## src/rtl/door_lock_ctrl.sv

```systemverilog
// door_lock_ctrl: lock solenoid sequencer with forced-entry / door-ajar alarm.
// In:  clk, rst_n (sync, active low), open_req, door_closed, alarm_clr.
// Out: unlock, alarm, state[1:0], entry_cnt[7:0].
module door_lock_ctrl #(
    parameter int UNLOCK_CYC = 4,
    parameter int AJAR_CYC   = 6,
    parameter int CNT_W      = 8
) (
    input  logic       clk,
    input  logic       rst_n,
    input  logic       open_req,
    input  logic       door_closed,
    input  logic       alarm_clr,
    output logic       unlock,
    output logic       alarm,
    output logic [1:0] state,
    output logic [7:0] entry_cnt
);

    typedef enum logic [1:0] {
        S_LOCKED   = 2'd0,
        S_UNLOCKED = 2'd1,
        S_OPEN     = 2'd2,
        S_ALARM    = 2'd3
    } state_e;

    localparam logic [CNT_W-1:0] UNLOCK_LD = CNT_W'(UNLOCK_CYC - 1);
    localparam logic [CNT_W-1:0] AJAR_LD   = CNT_W'(AJAR_CYC - 1);

    state_e           state_q, state_d;
    logic [CNT_W-1:0] timer_q, timer_d;
    logic [7:0]       cnt_q, cnt_d;

    always_ff @(posedge clk) begin
        if (!rst_n) begin
            state_q <= S_LOCKED;
            timer_q <= '0;
            cnt_q   <= '0;
        end else begin
            state_q <= state_d;
            timer_q <= timer_d;
            cnt_q   <= cnt_d;
        end
    end

    always_comb begin
        state_d = state_q;
        timer_d = timer_q;
        cnt_d   = cnt_q;
        unique case (state_q)
            S_LOCKED: begin
                // Door open while locked is a break-in, even if a grant arrives.
                if (!door_closed) begin
                    state_d = S_ALARM;
                end else if (open_req) begin
                    state_d = S_UNLOCKED;
                    timer_d = UNLOCK_LD;
                    cnt_d   = cnt_q + 8'd1;
                end
            end
            S_UNLOCKED: begin
                if (!door_closed) begin
                    state_d = S_OPEN;
                    timer_d = AJAR_LD;
                end else if (open_req) begin
                    timer_d = UNLOCK_LD;
                end else if (timer_q == '0) begin
                    state_d = S_LOCKED;
                end else begin
                    timer_d = timer_q - 1'b1;
                end
            end
            S_OPEN: begin
                if (door_closed) begin
                    state_d = S_LOCKED;
                end else if (timer_q == '0) begin
                    state_d = S_ALARM;
                end else begin
                    timer_d = timer_q - 1'b1;
                end
            end
            S_ALARM: begin
                // Acknowledge only counts once the door is shut again.
                if (alarm_clr && door_closed) begin
                    state_d = S_LOCKED;
                end
            end
            default: begin
                state_d = S_LOCKED;
            end
        endcase
    end

    assign unlock    = (state_q == S_UNLOCKED) || (state_q == S_OPEN);
    assign alarm     = (state_q == S_ALARM);
    assign state     = state_q;
    assign entry_cnt = cnt_q;

endmodule

```

## config.mk

```make
export PLATFORM = sky130hd
export DESIGN_NAME = door_lock_ctrl
export DESIGN_NICKNAME = d
export VERILOG_FILES = /design/src/rtl/door_lock_ctrl.sv
export SDC_FILE = /design/constraint.sdc
export NUM_CORES = 1
export LEC_CHECK = 0
export ABC_AREA = 0
export CORE_MARGIN = 4
export CORE_UTILIZATION = 53
export DETAILED_ROUTE_END_ITERATION = 7
export PLACE_DENSITY = 0.81
export REMOVE_ABC_BUFFERS = 1
export SLEW_MARGIN = 5
export SYNTH_ARGS = -nofsm -noshare
export SYNTH_HDL_FRONTEND = slang
export SYNTH_SLANG_ARGS = --single-unit
```

## constraint.sdc

```tcl
create_clock -name clk -period 2.2 [get_ports clk]
set_input_delay 0.33 -clock clk [delete_from_list [all_inputs] [get_ports clk]]
set_output_delay 0.33 -clock clk [all_outputs]
set_load 0.01 [all_outputs]
```

==> flow_metrics.py <==
metrics = {
    "die": {
        "coreArea_sq_mm": 0.00200,
        "num_rows": 16,
        "die_w_microns": 54.4,
        "pin_count": 17,
        "die_y_microns": 54.4,
        "fp.dieArea_sq_mm": 0.00295,
        "initial_core_util": 0.569,
    },
    "critical_path": {
        "r2r-start": "state[1]$_SDFFE_PN0P_",
        "r2r_slack_ps": 260,
        "cp.required_ps": 1870,
        "r2r-end": "state[1]$_SDFFE_PN0P_",
        "cpPeakStageDelay_ps": 570,
        "path_cells": "inv_1 > ha_1 > clkdlybuf4s50_1",
        "critical-path-slowest-cell": "clkdlybuf4s50_1",
        "path_max_fanout": 4,
        "r2r_cells": 6,
        "cp-end-kind": "output pin",
        "criticalPathCategory": "reg -> out",
        "start_kind": "flop",
        "worstPathArrival_ps": 1740,
    },
    "routing": {
        "wl_per_cell_microns": 15.9,
        "postRouteAntennaNets": 0,
        "drc": 0,
        "vias": 1043,
        "drt_iter0_drc": 37,
        "drt_wl_total_microns": 2760,
        "post_drt_via_cell_ratio": 5.99,
        "dr.pass1.iters": 4,
    },
    "yosys": {
        "syn_area_sq_mm": 0.00114,
        "synthCells": 127,
        "yosys-top-cells-area": "dfxtp_1 (32%), ha_1 (7.7%), xor2_1 (6.9%)",
        "ys_seq_area_frac": 0.316,
        "synth-edff-count": 0,
        "synth_top_area_cell": "dfxtp_1",
        "syn_avg_cell_area_sq_um": 8.97,
        "synth_warnings": 0,
        "synthArstFlopShare": 0,
        "synth_commonest_cells": "dfxtp_1 (18), nor2_1 (15), inv_1 (10)",
        "synth.most_common_cell": "dfxtp_1",
        "synth_cell_types": 44,
        "ys.flop_type": "dfxtp_1",
        "synth-seq-cells": 18,
        "yosysTopAreaCellShare": 0.316,
    },
    "layout": {
        "area_delta_synth_final_pct": 21.1,
        "fin_nets": 160,
        "utilization": 0.689,
        "final_cell_area_sq_mm": 0.00138,
        "drive_above_1_share": 0.122,
        "diodes": 0,
    },
    "place": {
        "gp_congestion": 0.909,
        "placed_area_sq_mm": 0.00134,
        "hpwl_microns": 2070,
        "dp_slack_ps": 117,
        "io_buffers": 16,
    },
    "global_routing": {
        "grt_use_met2": 0.357,
        "gr-usage-met3": 0.0518,
        "grt_use_total": 0.227,
        "busiest_layer": "met2",
        "grt_max_degree": 13,
        "met1_usage": 0.294,
        "grt_pass1_wl_microns": 4820,
        "antenna_found_initial": 0,
        "grt_overflow": 0,
        "grt_pass1_vias": 1031,
    },
    "sta": {
        "max_slew_margin": 0.676,
        "worst_pin_slew_ps": 480,
        "setup_viol": 0,
        "setup_tns_ps": 0,
        "final-hold-violation-count": 0,
        "final_max_slew_viol_count": 0,
        "rsz0062_at_grt": "no",
        "fin_ws_ps": 133,
        "finalClockSkew_ps": 2.49,
        "finalCriticalPeriod_ps": 2070,
        "min_period_over_period": 0.940,
        "fmaxAchievable_mhz": 484,
    },
    "clock_network": {
        "clk_path_buf_depth": 2,
        "tritoncts": "done",
        "cts.sinks": 18,
        "clock_latency_ps": 290,
        "h-tree-depth": 1,
        "postCtsHoldBufs": 0,
        "postCtsSetupBuffers": 0,
        "cts_made_buffers": 3,
        "cts-root-buf": "clkbuf_4",
        "clk_pin_slew_ps": 110,
    },
    "worst_hold_path": {
        "hold-path-endpoint": "timer_q[7]$_SDFFE_PN0P_",
        "hold_start": "timer_q[7]$_SDFFE_PN0P_",
        "min_delay_path_depth": 2,
        "min_path_type": "reg -> reg",
    },
    "pwr": {
        "irDropWorstVdd_uv": 989,
        "leakagePower_nw": 0.538,
        "power_density_mw_per_mm2": 1320,
    },
    "status": {
        "status": "completed",
    },
    "run": {
        "maxCapViolCount": 0,
    },
}
==> registers in the layout, indices dropped and copies added, names as in the netlist <==
name / count
entry_cnt: 8
timer_q: 8
state: 2
==> placed cells by master (no fill, tap or decap), drive strengths merged, types with 2 or more instances in the layout <==
master and count:
dfxtp 18, clkdlybuf4s50 16, nor2 15, inv 10, xor2 9, nand4 7
ha 7, o21ai 6, nand2 5, a21oi 5, clkbuf 4, and3 3
nand3b 3, o311ai 3, buf 3, nor3 3, nor3b 3, mux2i 2
xnor2 2, nand3 2, a22oi 2, a22o 2
==> power by group <==
part	internal, mW	switching, mW
clock	0.101	0.107
combinational	0.502	0.604
sequential	0.410	0.102
==> critical path: cells and delay by family, from the launching register on <==
kind | cells | cell delay [ps]
flops | 1 | 390
fa+ha+maj | 1 | 380
buf+inv | 2 | 660
==> worst max path at each step <==
stage	start	to	slack [ps]	depth (start not counted)
after floorplan	state[0]$_SDFFE_PN0P_	state[1]$_SDFFE_PN0P_	380	6
after global placement	open_req	state[1]$_SDFFE_PN0P_	200	5
after detailed placement	door_closed	timer_q[5]$_SDFFE_PN0P_	120	5
after CTS	state[0]$_SDFFE_PN0P_	unlock	90	3
after global routing	state[1]$_SDFFE_PN0P_	unlock	30	3
final	state[1]$_SDFFE_PN0P_	unlock	130	3
==> layer usage <==
metal  share of wire  routed length, microns
met2            0.48                    1340
met4           0.010                      29
met1            0.43                    1200
met5               0                       0
met3           0.072                     199
==> cell type report <==
type | count | area (sq um)
clock buffers | 4 | 36.3
fillers | 163 | 623
inverters | 10 | 37.5
multi-input cells | 96 | 727
flip-flops and latches | 18 | 362
well taps | 27 | 33.8
repair buffers | 19 | 183
==> per-stage QoR <==
step | std cells | power, mW | hold slack (ps)
floorplan | 124 | 1.27 | 448
global placement | 170 | 1.54 | 480
detailed placement | 170 | 1.58 | 479
CTS | 174 | 1.81 | 494
global route | 174 | 1.97 | 548
finish | 174 | 1.83 | 493
==> cells by family (layout without fill, tap and decap cells) <==
group | after synthesis | after routing | share of synthesized area
simple gates | 47 | 47 | 0.262
compound gates | 28 | 28 | 0.185
flops | 18 | 18 | 0.316
buf+inv | 13 | 33 | 0.0451
xor+xnor | 11 | 11 | 0.0846
fa+ha+maj | 7 | 7 | 0.0769
mux | 3 | 3 | 0.0308
==> what timing repair did <==
action	CTS	global route
hold endpoints to repair	0	0
endpoints found under the setup margin	0	1
gates resized for setup	0	1
Note: power is estimated with default switching activity, not from simulation.
